<file path="src/rtl/alu_host_sequencer_if.sv">
`default_nettype none
// ============================================================================
// alu_host_sequencer_if : command, ALU-control and response bundle | Rev 1.0
// ============================================================================
interface alu_host_sequencer_if #(
  parameter int WIDTH = 8
);
  logic             cmd_valid;
  logic             cmd_ready;
  logic [1:0]       cmd_op;
  logic [WIDTH-1:0] cmd_a;
  logic [WIDTH-1:0] cmd_q;
  logic [WIDTH-1:0] cmd_m;
  logic             alu_reset;
  logic             alu_begin;
  logic [1:0]       alu_op;
  logic             load_a;
  logic             load_q;
  logic             load_m;
  logic             push_a;
  logic             push_q;
  logic             alu_end;
  logic [WIDTH-1:0] inbus;
  logic [WIDTH-1:0] outbus;
  logic             rsp_valid;
  logic             rsp_ready;
  logic [WIDTH-1:0] rsp_hi;
  logic [WIDTH-1:0] rsp_lo;
  logic             rsp_err;

  modport master (
    input  cmd_valid, cmd_op, cmd_a, cmd_q, cmd_m,
    input  load_a, load_q, load_m, push_a, push_q, alu_end, outbus, rsp_ready,
    output cmd_ready, alu_reset, alu_begin, alu_op, inbus,
    output rsp_valid, rsp_hi, rsp_lo, rsp_err
  );

  modport slave (
    output cmd_valid, cmd_op, cmd_a, cmd_q, cmd_m,
    output load_a, load_q, load_m, push_a, push_q, alu_end, outbus, rsp_ready,
    input  cmd_ready, alu_reset, alu_begin, alu_op, inbus,
    input  rsp_valid, rsp_hi, rsp_lo, rsp_err
  );
endinterface
`default_nettype wire

</file>
<file path="src/rtl/alu_host_sequencer.sv">
`default_nettype none
// ============================================================================
// alu_host_sequencer : command front-end and watchdog for the shift/add ALU
// Rev 1.0
// ============================================================================
module alu_host_sequencer #(
  parameter int WIDTH   = 8,
  parameter int TIMEOUT = 255
) (
  input  logic                 clk,
  input  logic                 reset,
  alu_host_sequencer_if.master bus
);
  localparam int              WD_W    = $clog2(TIMEOUT + 1);
  localparam logic [WD_W-1:0] WD_LAST = WD_W'(TIMEOUT - 1);

  localparam logic [2:0] S_IDLE  = 3'd0;
  localparam logic [2:0] S_ISSUE = 3'd1;
  localparam logic [2:0] S_RUN   = 3'd2;
  localparam logic [2:0] S_DONE  = 3'd3;
  localparam logic [2:0] S_ABORT = 3'd4;

  logic [2:0]       state_q, state_d;
  logic [1:0]       op_q;
  logic [WIDTH-1:0] opa_q, opq_q, opm_q;
  logic [WIDTH-1:0] cap_a_q, cap_q_q;
  logic             got_a_q, got_q_q;
  logic             pend_a_q, pend_q_q;
  logic             end_seen_q;
  logic             err_q;
  logic [WD_W-1:0]  wd_q;

  logic w_run, w_accept, w_capture, w_in_flight, w_strobe, w_multi;
  logic w_end, w_have_a, w_have_q, w_caps_ok, w_timeout;

  assign w_run       = (state_q == S_RUN);
  assign w_accept    = bus.cmd_valid && bus.cmd_ready;
  assign w_capture   = w_run || (state_q == S_ABORT);
  assign w_in_flight = (state_q == S_ISSUE) || (state_q == S_ABORT);
  assign w_strobe    = bus.load_a | bus.load_q | bus.load_m | bus.push_a | bus.push_q;
  assign w_multi     = (bus.load_a & bus.load_q) | (bus.load_a & bus.load_m) |
                       (bus.load_q & bus.load_m);
  // A capture landing this cycle counts, so END may coincide with it
  assign w_end       = end_seen_q || bus.alu_end;
  assign w_have_a    = got_a_q || (pend_a_q && w_capture);
  assign w_have_q    = got_q_q || (pend_q_q && w_capture);
  assign w_caps_ok   = w_have_a && (w_have_q || !op_q[1]);
  assign w_timeout   = (wd_q == WD_LAST);

  always_comb begin
    state_d = state_q;
    case (state_q)
      S_IDLE:  if (w_accept) state_d = S_ISSUE;
      S_ISSUE: state_d = S_RUN;
      S_RUN: begin
        if (w_end)          state_d = S_DONE;
        else if (w_timeout) state_d = S_ABORT;
      end
      S_ABORT: state_d = S_DONE;
      S_DONE:  if (bus.rsp_ready) state_d = S_IDLE;
      default: state_d = S_IDLE;
    endcase
  end

  always_ff @(posedge clk) begin
    if (!reset) begin
      state_q    <= S_IDLE;
      op_q       <= '0;
      opa_q      <= '0;
      opq_q      <= '0;
      opm_q      <= '0;
      cap_a_q    <= '0;
      cap_q_q    <= '0;
      got_a_q    <= 1'b0;
      got_q_q    <= 1'b0;
      pend_a_q   <= 1'b0;
      pend_q_q   <= 1'b0;
      end_seen_q <= 1'b0;
      err_q      <= 1'b0;
      wd_q       <= '0;
    end else begin
      state_q  <= state_d;
      pend_a_q <= w_run && bus.push_a;
      pend_q_q <= w_run && bus.push_q;

      if (w_accept) begin
        op_q       <= bus.cmd_op;
        opa_q      <= bus.cmd_a;
        opq_q      <= bus.cmd_q;
        opm_q      <= bus.cmd_m;
        cap_a_q    <= '0;
        cap_q_q    <= '0;
        got_a_q    <= 1'b0;
        got_q_q    <= 1'b0;
        end_seen_q <= 1'b0;
        err_q      <= 1'b0;
      end

      if (w_capture && pend_a_q) begin
        cap_a_q <= bus.outbus;
        got_a_q <= 1'b1;
      end
      if (w_capture && pend_q_q) begin
        cap_q_q <= bus.outbus;
        got_q_q <= 1'b1;
      end

      if (w_run) begin
        if (bus.alu_end)                 end_seen_q <= 1'b1;
        if (w_multi)                     err_q      <= 1'b1;
        if (w_end && !w_caps_ok)         err_q      <= 1'b1;
        if (!w_end && w_timeout)         err_q      <= 1'b1;
      end
      if (w_in_flight && w_strobe)       err_q      <= 1'b1;

      if (state_q == S_ISSUE)  wd_q <= '0;
      else if (w_run)          wd_q <= wd_q + 1'b1;
    end
  end

  always_comb begin
    bus.inbus = '0;
    if (w_run) begin
      if (bus.load_a)      bus.inbus = opa_q;
      else if (bus.load_q) bus.inbus = opq_q;
      else if (bus.load_m) bus.inbus = opm_q;
    end
  end

  assign bus.cmd_ready = reset && (state_q == S_IDLE);
  assign bus.alu_reset = !reset || (state_q == S_ABORT);
  assign bus.alu_begin = reset && (state_q == S_ISSUE);
  assign bus.alu_op    = op_q;
  assign bus.rsp_valid = reset && (state_q == S_DONE);
  assign bus.rsp_hi    = cap_a_q;
  assign bus.rsp_lo    = op_q[1] ? cap_q_q : '0;
  assign bus.rsp_err   = err_q;
endmodule
`default_nettype wire

</file>
<file path="src/flat_wrapper.sv">
// flat-port wrapper written by rule: the top's interface ports become plain ports
module alu_host_sequencer_flat 
#(
  parameter int WIDTH   = 8,
  parameter int TIMEOUT = 255
)
  (clk, reset, bus_cmd_valid, bus_cmd_op, bus_cmd_a, bus_cmd_q, bus_cmd_m, bus_load_a, bus_load_q, bus_load_m, bus_push_a, bus_push_q, bus_alu_end, bus_outbus, bus_rsp_ready, bus_cmd_ready, bus_alu_reset, bus_alu_begin, bus_alu_op, bus_inbus, bus_rsp_valid, bus_rsp_hi, bus_rsp_lo, bus_rsp_err);
  alu_host_sequencer_if #(.WIDTH(WIDTH)) bus_i ();
  input  logic clk;
  input  logic reset;
  input wire logic [$bits(bus_i.cmd_valid)-1:0] bus_cmd_valid;
  input wire logic [$bits(bus_i.cmd_op)-1:0] bus_cmd_op;
  input wire logic [$bits(bus_i.cmd_a)-1:0] bus_cmd_a;
  input wire logic [$bits(bus_i.cmd_q)-1:0] bus_cmd_q;
  input wire logic [$bits(bus_i.cmd_m)-1:0] bus_cmd_m;
  input wire logic [$bits(bus_i.load_a)-1:0] bus_load_a;
  input wire logic [$bits(bus_i.load_q)-1:0] bus_load_q;
  input wire logic [$bits(bus_i.load_m)-1:0] bus_load_m;
  input wire logic [$bits(bus_i.push_a)-1:0] bus_push_a;
  input wire logic [$bits(bus_i.push_q)-1:0] bus_push_q;
  input wire logic [$bits(bus_i.alu_end)-1:0] bus_alu_end;
  input wire logic [$bits(bus_i.outbus)-1:0] bus_outbus;
  input wire logic [$bits(bus_i.rsp_ready)-1:0] bus_rsp_ready;
  output wire logic [$bits(bus_i.cmd_ready)-1:0] bus_cmd_ready;
  output wire logic [$bits(bus_i.alu_reset)-1:0] bus_alu_reset;
  output wire logic [$bits(bus_i.alu_begin)-1:0] bus_alu_begin;
  output wire logic [$bits(bus_i.alu_op)-1:0] bus_alu_op;
  output wire logic [$bits(bus_i.inbus)-1:0] bus_inbus;
  output wire logic [$bits(bus_i.rsp_valid)-1:0] bus_rsp_valid;
  output wire logic [$bits(bus_i.rsp_hi)-1:0] bus_rsp_hi;
  output wire logic [$bits(bus_i.rsp_lo)-1:0] bus_rsp_lo;
  output wire logic [$bits(bus_i.rsp_err)-1:0] bus_rsp_err;
  assign bus_i.cmd_valid = bus_cmd_valid;
  assign bus_i.cmd_op = bus_cmd_op;
  assign bus_i.cmd_a = bus_cmd_a;
  assign bus_i.cmd_q = bus_cmd_q;
  assign bus_i.cmd_m = bus_cmd_m;
  assign bus_i.load_a = bus_load_a;
  assign bus_i.load_q = bus_load_q;
  assign bus_i.load_m = bus_load_m;
  assign bus_i.push_a = bus_push_a;
  assign bus_i.push_q = bus_push_q;
  assign bus_i.alu_end = bus_alu_end;
  assign bus_i.outbus = bus_outbus;
  assign bus_i.rsp_ready = bus_rsp_ready;
  assign bus_cmd_ready = bus_i.cmd_ready;
  assign bus_alu_reset = bus_i.alu_reset;
  assign bus_alu_begin = bus_i.alu_begin;
  assign bus_alu_op = bus_i.alu_op;
  assign bus_inbus = bus_i.inbus;
  assign bus_rsp_valid = bus_i.rsp_valid;
  assign bus_rsp_hi = bus_i.rsp_hi;
  assign bus_rsp_lo = bus_i.rsp_lo;
  assign bus_rsp_err = bus_i.rsp_err;
  alu_host_sequencer #(.WIDTH(WIDTH), .TIMEOUT(TIMEOUT)) u_core (.clk(clk), .reset(reset), .bus(bus_i));
endmodule
</file>
<file path="config.mk">
export PLATFORM = sky130hd
export DESIGN_NAME = alu_host_sequencer_flat
export DESIGN_NICKNAME = d
export VERILOG_FILES = /design/src/rtl/alu_host_sequencer_if.sv /design/src/rtl/alu_host_sequencer.sv /design/src/flat_wrapper.sv
export SDC_FILE = /design/constraint.sdc
export NUM_CORES = 1
export LEC_CHECK = 0
export BUFFER_PORTS_ARGS = -buffer_cell sky130_fd_sc_hd__clkbuf_2
export CORE_ASPECT_RATIO = 1.1
export CORE_MARGIN = 2
export CORE_UTILIZATION = 47
export DETAILED_ROUTE_END_ITERATION = 10
export PLACE_DENSITY = 0.81
export SETUP_SLACK_MARGIN = 0.05
export SYNTH_ARGS = -nofsm -noshare
export SYNTH_HDL_FRONTEND = slang
export SYNTH_SLANG_ARGS = --single-unit
</file>
<file path="constraint.sdc">
create_clock -name clk -period 1.4 [get_ports clk]
set_input_delay 0.28 -clock clk [delete_from_list [all_inputs] [get_ports clk]]
set_output_delay 0.28 -clock clk [all_outputs]
set_load 0.02 [all_outputs]
</file>
# Word level (Yosys, flattened, before mapping)
# Index checks and enable logic that the tools add are counted.
# W data, S select, Z words.
[classes]
addsub = 1
n_eq_ne = 8
n_mux = 25
n_bitwise = 10
reduce_logical = 28
[ops]
columns = ["cell", "n"]
rows = [
  ["$mux W8", 8],
  ["$pmux W3 S5", 1],
  ["$logic_and A1 B1 Y1", 12],
  ["$mux W1", 12],
  ["$mux W3", 4],
  ["$add A8 B1 Y8 const B", 1],
  ["$eq A8 B8 Y1 const B", 1],
  ["$logic_or A1 B1 Y1", 7],
  ["$eq A3 B2 Y1 const B", 2],
  ["$or A1 B1 Y1", 6],
  ["$logic_not A1 Y1", 4],
  ["$reduce_bool A2 Y1", 2],
  ["$and A1 B1 Y1", 3],
  ["$eq A3 B1 Y1 const B", 1],
  ["$eq A3 B3 Y1 const B", 1],
  ["$logic_not A3 Y1", 1],
  ["$ne A3 B3 Y1 const B", 1],
  ["$reduce_and A3 Y1", 1],
  ["$ne A2 B1 Y1 const B", 1],
  ["$ne A2 B2 Y1 const B", 1],
  ["$reduce_or A2 Y1", 1],
  ["$not A1 Y1", 1],
]
[totals]
ff_bits = 59
out_inout_bits = 31

# Logic depth before layout (Yosys ltp)
# Gate-level depths: netlist of the first run.
[logic_depth]
ltp_word = 12
ltp_mapped = 6
ltp_nobuf = 6

# Worst setup path before layout of the first run
# Ideal clock, no wire load.
[synth_timing]
path_type = "register -> output"
start = "reg u_core.state_q[1]"
end = "out bus_cmd_ready"
arrival_time_ps = 1280
required_ps = 1120
slack_ps = -160
stages_incl_launch_ff = 3
cell_sequence = "dfxtp_1 > clkbuf_1 > nor4b_1"
[synth_via]
elab_chain_cells = 2
[synth_lines]
columns = ["item", "line", "source"]
rows = [
  ["start, declared", "alu_host_sequencer.sv:23", "logic [2:0] state_q, state_d;"],
  ["start signal, assigned", "alu_host_sequencer.sv:82", "state_q <= state_d;"],
  ["$logic_not A3 Y1", "alu_host_sequencer.sv:130", "assign bus.cmd_ready = reset && (state_q == S_IDLE);"],
  ["$logic_and A1 B1 Y1", "alu_host_sequencer.sv:130", ""],
  ["end, declared", "flat_wrapper.sv:24", "output wire logic [$bits(bus_i.cmd_ready)-1:0] bus_cmd_ready;"],
]
# No other way between the ends.

# Worst setup path after layout of the first run
[layout_timing]
start = "reg u_core.state_q[0]"
end = "out bus_inbus[4]"
[layout_via]
elab_chain_cells = 2
[layout_lines]
columns = ["item", "line", "source"]
rows = [
  ["$eq A3 B2 Y1", "alu_host_sequencer.sv:36", "assign w_run = (state_q == S_RUN);"],
  ["$mux W8", "alu_host_sequencer.sv:123", "if (w_run) begin"],
  ["end, declared", "flat_wrapper.sv:28", "output wire logic [$bits(bus_i.inbus)-1:0] bus_inbus;"],
]
# No other way between the ends.

==> metrics.md, run 1 <==
| Metric | Value |
|---|---|
| Clock Tree Buf Depth | `2` |
| Initial antenna violation count | `0` |
| H-tree levels | `3` |
| Syn Inst Count | `344` |
| CTS root buf | `clkbuf_8` |
| Core Footprint | `5470 um^2` |
| Worst-path clk slew | `0.07 ns` |
| Residual DRC count | `0` |
| Setup crit end kind | `output pin` |
| Number of global-route vias before repair | `3135` |
| # setup viols final | `72` |
| DRT iter0 DRCs | `187` |
| Clock latency on the worst-skew pair | `0.34 ns` |
| Crit path cell chain | `or3b_4, buf_12, nor2_4, buf_8` |
| WP data required | `1.12 ns` |
| Gr usage total | `0.298` |
| Slew Limit Fails | `0` |
| I/O pin total | `75` |
| Layout cell share with drive strength beyond 1 | `0.472` |
| DP Worst Slack | `-0.0730 ns` |
| Cell area power density | `1510 nW/um^2` |
| Post-layout total power | `6.78 mW` |
| Outcome | `complete, but fails checks` |
| DRT antenna net count | `0` |
| DRT Pass-1 Iters | `5` |
| First-pass GRT wire length | `15100 um` |
| Final non-filler cell total | `552` |
| Synth Warn # | `0` |
| Total inserted antenna cells | `0` |
| Sequential fraction of the synthesis area | `0.437` |
| CP Max Fanout | `5` |
| CTS tree | `yes` |
| Die W | `76.3 um` |
| Final design area excluding fillers | `4490 um^2` |
| Worst R2R Path Depth | `6` |
| Register bit total from synthesis | `59` |
| Fmax | `552 MHz` |
| Critical path class | `reg2out` |
| Area share of the largest cell type after synthesis | `0.437` |
| Placed cells | `505` |
| Final Skew | `0.00643 ns` |
| Total CTS buffers | `9` |
| Core Rows | `28` |
| Area occupied by multi-input gates | `1750 um^2` |
| Synthesized area | `2700 um^2` |
| WHS Path Cells | `3` |
| Synth area leaders | `dfxtp_1 (44%), nand2_1 (12%), nand3_1 (8.2%)` |
| Final hold viol count | `0` |
| CTS Sinks | `59` |
| Layout filler cell count | `323` |
| Peak VDD IR | `1.16 mV` |
| DP Area | `3380 um^2` |
| Largest net degree at the start of global routing | `29` |
| Fin nets | `520` |
| Die footprint | `6370 um^2` |
| Vias per cell | `5.61` |
| Crit-path max cell delay | `0.46 ns` |
| DP HPWL | `4930 um` |
| Sequential cell area | `1190 um^2` |
| Cell taking the most area after synthesis | `dfxtp_1` |
| CP Data Arrival Time | `1.53 ns` |
| Finished Core Util | `0.822` |
| Starting Density | `0.494` |
| Post-synth cell types | `42` |
| RSZ-0062 raised after global routing | `yes` |
| Worst-margin pin slew | `0.444 ns` |
| Post-Syn Nets | `390` |
| Min cycle time layout | `1.81 ns` |
| Gr ovfl total | `0` |
| Wirelength per Cell | `17.7 um` |
| P_leak | `1.97 nW` |
| Area Overhead vs Synth | `66.4%` |
| Worst hold path class | `in2reg` |
| Die Height | `83.5 um` |
| Fin crit share | `1.30` |
| Max cap viols | `0` |
| Rel. slew slack | `0.701` |
| Critical path startpoint category | `flip-flop` |
| Failing checks | `negative setup slack` |
| Routed wire length | `9760 um` |
| Post-route setup slack | `-0.413 ns` |
| GPL Wtd Cong | `0.805` |
| IO buf count | `74` |
| Worst path slowest cell | `or3b_4` |
| Syn_area_per_cell | `7.85 um^2` |
| Via count | `3098` |
final timing paths:
kind         slack [ns]                  from                    to
min reg2reg        0.46  u_core.bus.alu_op[0]  u_core.bus.alu_op[0]
max               -0.41     u_core.state_q[0]          bus_inbus[4]
min                0.12          bus_cmd_q[4]       u_core.opq_q[4]
max reg2reg       -0.36     u_core.state_q[0]        u_core.wd_q[6]
synthesized netlist by cell type (all sizes together):
library cell and count:
nand2 87, dfxtp 59, nand3 44, a21oi 22, nor2 19, a21boi 17, buf 15, and2 10
clkbuf 9, nand3b 9, nor3 6, a211oi 5, xor2 5, nor2b 4, nand4 3, nor3b 3
xnor2 3, and3 2, ha 2, inv 2, nand2b 2, nor4 2, or3 2, a211o 1
a22oi 1, and4 1, and4b 1, nor4b 1, o211a 1, o211ai 1, o21ai 1, o41a 1
o41ai 1, or2 1, or3b 1
placed cells by master (no fill, tap or decap), drive strengths merged:
master / count
a211oi: 5
o41a: 1
dfxtp: 59
and4b: 1
nor2: 19
o211a: 1
nand3b: 9
xor2: 5
a21boi: 17
nor2b: 4
buf: 82
nor3b: 3
o21ai: 1
o211ai: 1
and3: 2
ha: 2
inv: 2
or3b: 1
nand2: 87
and4: 1
xnor2: 3
a22oi: 1
nand2b: 2
o41ai: 1
and2: 10
a21oi: 22
nand3: 44
clkinv: 3
nor3: 6
nand4: 3
a211o: 1
or3: 2
or2: 1
nor4: 2
clkbuf: 72
nor4b: 1
critical path: cells and delay by family, from the launching register on:
kind                   cells  cell delay, ns
buffers and inverters      2            0.30
flip-flops                 1            0.33
AND/OR/NAND/NOR            2            0.56
timing repair:
action,4_1_cts,5_1_grt
endpoints found under the setup margin,72,77
pin swaps,35,17
cloned,7,1
setup buffers,21,6
hold buffers,0,0
hold endpoints to repair,0,0
resized for setup,107,46
per-layer routing:
layer  GRT usage  wire length [um]  share of wire
met1       0.348              3750           0.38
met4       0.167               458          0.047
met2       0.523              4990           0.51
met5           0                 0              0
met3      0.0411               561          0.057
metrics by stage:
step | setup TNS (ns) | hold slack, ns
final | -15.23 | 0.121
after global routing | -18.23 | 0.127
after CTS | -15.82 | 0.113
after detailed placement | -2.34 | 0.447
after global placement | -0.550 | 0.442
after floorplan | -1.15 | 0.379
report_power, final:
part / internal (mW) / switching (mW) / leakage, nW
logic: 1.69 / 1.57 / 1.40
clock network: 0.709 / 0.670 / 0.0908
registers: 1.94 / 0.199 / 0.482
cell type report:
cell class / count / share of cell area
Multi-Input combinational cell: 259 / 0.389
Timing Repair Buffer: 143 / 0.286
Sequential cell: 59 / 0.265
Clock buffer: 11 / 0.0337
Tap cell: 75 / 0.0209
Clock inverter: 3 / 0.00334
Inverter: 2 / 0.00167
flip-flops by register name (all words and copies together) (netlist names):
| name | flops |
|---|---|
| u_core.opq_q | 8 |
| u_core.bus.rsp_err | 1 |
| u_core.state_q | 3 |
| u_core.end_seen_q | 1 |
| u_core.got_q_q | 1 |
| u_core.bus.alu_op | 2 |
| u_core.got_a_q | 1 |
| u_core.opa_q | 8 |
| u_core.bus.rsp_hi | 8 |
| u_core.wd_q | 8 |
| u_core.opm_q | 8 |
| u_core.pend_a_q | 1 |
| u_core.cap_q_q | 8 |
| u_core.pend_q_q | 1 |
cells by family (layout without fill, tap and decap cells):
family	after synthesis	in the layout	synth area share
AND/OR/NAND/NOR	198	198	0.357
flip-flops	59	59	0.437
AO/OA/AOI/OAI	51	51	0.124
buffers and inverters	26	159	0.0468
XOR/XNOR	8	8	0.0260
adder cells (fa/ha/maj)	2	2	0.00927
Power figures use the tool's default switching activity.
==> inputs of run 2 (changes only) <==
--- a/config.mk
+++ b/config.mk
@@ -5,7 +5,7 @@
 export SDC_FILE = /design/constraint.sdc
 export NUM_CORES = 1
 export LEC_CHECK = 0
-export BUFFER_PORTS_ARGS = -buffer_cell sky130_fd_sc_hd__clkbuf_2
+export BUFFER_PORTS_ARGS = -buffer_cell sky130_fd_sc_hd__buf_2
 export CORE_ASPECT_RATIO = 1.1
 export CORE_MARGIN = 2
 export CORE_UTILIZATION = 47
==> metrics.md, run 2 (synthesis gave the netlist of run 1 again) <==
| Metric | Value |
|---|---|
| Total inserted antenna cells | `0 (unchanged)` |
| CP Data Arrival Time | `1.54 ns (was 1.53 ns)` |
| GPL Wtd Cong | `0.843 (was 0.805)` |
| Critical path startpoint category | `flip-flop (unchanged)` |
| Fin crit share | `1.30 (about the same)` |
| Clock Tree Buf Depth | `2 (unchanged)` |
| First-pass GRT wire length | `16100 um (was 15100 um)` |
| DRT antenna net count | `0 (unchanged)` |
| Post-route setup slack | `-0.419 ns (was -0.413 ns)` |
| Crit path cell chain | `or3b_4, buf_12, nor2_2, buf_6 (was or3b_4, buf_12, nor2_4, buf_8)` |
| Setup crit end kind | `output pin (unchanged)` |
| RSZ-0062 raised after global routing | `yes (unchanged)` |
| WP data required | `1.12 ns (about the same)` |
| Placed cells | `503 (was 505)` |
| Fmax | `550 MHz (was 552 MHz)` |
| Residual DRC count | `0 (unchanged)` |
| Die W | `76.3 um (unchanged)` |
| CTS Sinks | `59 (unchanged)` |
| Core Footprint | `5470 um^2 (unchanged)` |
| I/O pin total | `75 (unchanged)` |
| CP Max Fanout | `9 (was 5)` |
| Vias per cell | `5.91 (was 5.61)` |
| Gr usage total | `0.321 (was 0.298)` |
| Min cycle time layout | `1.82 ns (was 1.81 ns)` |
| Cell area power density | `1530 nW/um^2 (was 1510 nW/um^2)` |
| Starting Density | `0.494 (unchanged)` |
| Die Height | `83.5 um (unchanged)` |
| Number of global-route vias before repair | `3340 (was 3135)` |
| Area Overhead vs Synth | `73.7% (was 66.4%)` |
| Worst hold path class | `in2reg (unchanged)` |
| CTS root buf | `clkbuf_8 (unchanged)` |
| Hold slack | `0.122 ns (was 0.121 ns)` |
| Gr ovfl total | `0 (unchanged)` |
| P_leak | `1.97 nW (about the same)` |
| CTS hold repair buffers | `0 (unchanged)` |
| CTS tree | `yes (unchanged)` |
| Max cap viols | `0 (unchanged)` |
| Commonest non-fill, non-tap cell in the layout | `nand2_1 (unchanged)` |
| DRT Pass-1 Iters | `5 (unchanged)` |
| Via count | `3265 (was 3098)` |
| Wirelength per Cell | `20.1 um (was 17.7 um)` |
| Final non-filler cell total | `552 (unchanged)` |
| Failing checks | `negative setup slack (unchanged)` |
| Layout cell share with drive strength beyond 1 | `0.549 (was 0.472)` |
| Die footprint | `6370 um^2 (unchanged)` |
| Largest net degree at the start of global routing | `36 (was 29)` |
| Worst-path clk slew | `0.07 ns (about the same)` |
| Final Skew | `0.00897 ns (was 0.00643 ns)` |
| H-tree levels | `3 (unchanged)` |
| R2R Path Start | `u_core.state_q[0] (unchanged)` |
| Worst-margin pin slew | `0.432 ns (was 0.444 ns)` |
| Outcome | `complete, but fails checks (unchanged)` |
| Worst path slowest cell | `or3b_4 (unchanged)` |
| Core Rows | `28 (unchanged)` |
| Rel. slew slack | `0.712 (was 0.701)` |
| Final hold viol count | `0 (unchanged)` |
| Most frequent cells in the layout | `nand2_1 (73), buf_2 (56), dfxtp_1 (52), buf_4 (36), nand3_2 (35) (was nand2_1 (80), clkbuf_2 (59), dfxtp_1 (55), buf_4 (39), nand3_2 (24))` |
| Peak VDD IR | `1.46 mV (was 1.16 mV)` |
| Crit-path max cell delay | `0.44 ns (was 0.46 ns)` |
| Critical path class | `reg2out (unchanged)` |
| Initial antenna violation count | `0 (unchanged)` |
| DP HPWL | `4840 um (was 4930 um)` |
| Slew Limit Fails | `0 (unchanged)` |
| Routed wire length | `11100 um (was 9760 um)` |
| Hold_sp | `bus_cmd_m[6] (was bus_cmd_q[4])` |
| Clock latency on the worst-skew pair | `0.35 ns (was 0.34 ns)` |
| Crit path launch | `u_core.state_q[0] (unchanged)` |
| Fin nets | `518 (was 520)` |
| # setup viols final | `72 (unchanged)` |
| IO buf count | `74 (unchanged)` |
| DRT iter0 DRCs | `252 (was 187)` |
| DP Worst Slack | `-0.112 ns (was -0.0730 ns)` |
| Total CTS buffers | `9 (unchanged)` |
-- run 2: cell count changes in the layout (fill, tap and decap cells not counted), sizes merged --
cell,change
clkbuf,-60
buf,+57
bufinv,+2
and2,+1
clkinv,-1
clkinvlp,+1
-- run 2: where the power goes --
group	switching (mW)	internal (mW)
registers	0.229	1.94
clock network	0.733	0.998
logic	1.65	1.63
-- run 2: what timing repair did --
| action | in CTS | in global routing |
|---|---|---|
| resized for setup | 129 | 73 |
| cloned | 9 | 1 |
| setup endpoints to repair | 75 | 79 |
| pin swaps | 93 | 37 |
| setup buffers | 25 | 9 |
-- run 2: final timing paths --
kind	end	slack, ns	depth (start not counted)
setup reg to reg	u_core.end_seen_q	-0.32	7
hold / removal	u_core.opm_q[6]	0.12	3
setup / recovery	bus_inbus[3]	-0.42	4
hold reg to reg	u_core.opm_q[6]	0.46	2
-- run 2: critical path, delay by kind of cell, from the launching register on --
family,cells,cell delay [ns]
buffers and inverters,2,0.29
and+or+nand+nor,2,0.56
DFF,1,0.33
-- run 2: area by class of cell --
| cell class | instances | area (um^2) |
|---|---|---|
| clock buffer | 11 | 131 |
| clock inverter | 5 | 77.6 |
| fill | 279 | 774 |
| inverter | 2 | 7.51 |
| multi-input combinational | 260 | 1930 |
| sequential | 59 | 1190 |
| tap | 75 | 93.8 |
| timing repair buffer | 140 | 1260 |
-- run 2: routing by layer --
metal	up-vias	GRT usage	share of wire	wire, um
met5	-	0	0	0
met1	1581	0.356	0.37	4130
li1	1431	-	-	-
met2	197	0.578	0.51	5720
met3	56	0.0725	0.065	724
met4	0	0.147	0.049	550
-- run 2: through the flow --
stage	total power [mW]	instance area [um^2]	setup TNS, ns	util
floorplan	3.19	2760	-1.15	-
finish	7.18	4690	-15.50	0.858
global placement	3.75	3370	-0.588	0.617
global route	7.44	4690	-18.00	0.858
CTS	6.72	4480	-16.13	0.819
detailed placement	3.81	3370	-2.08	0.617
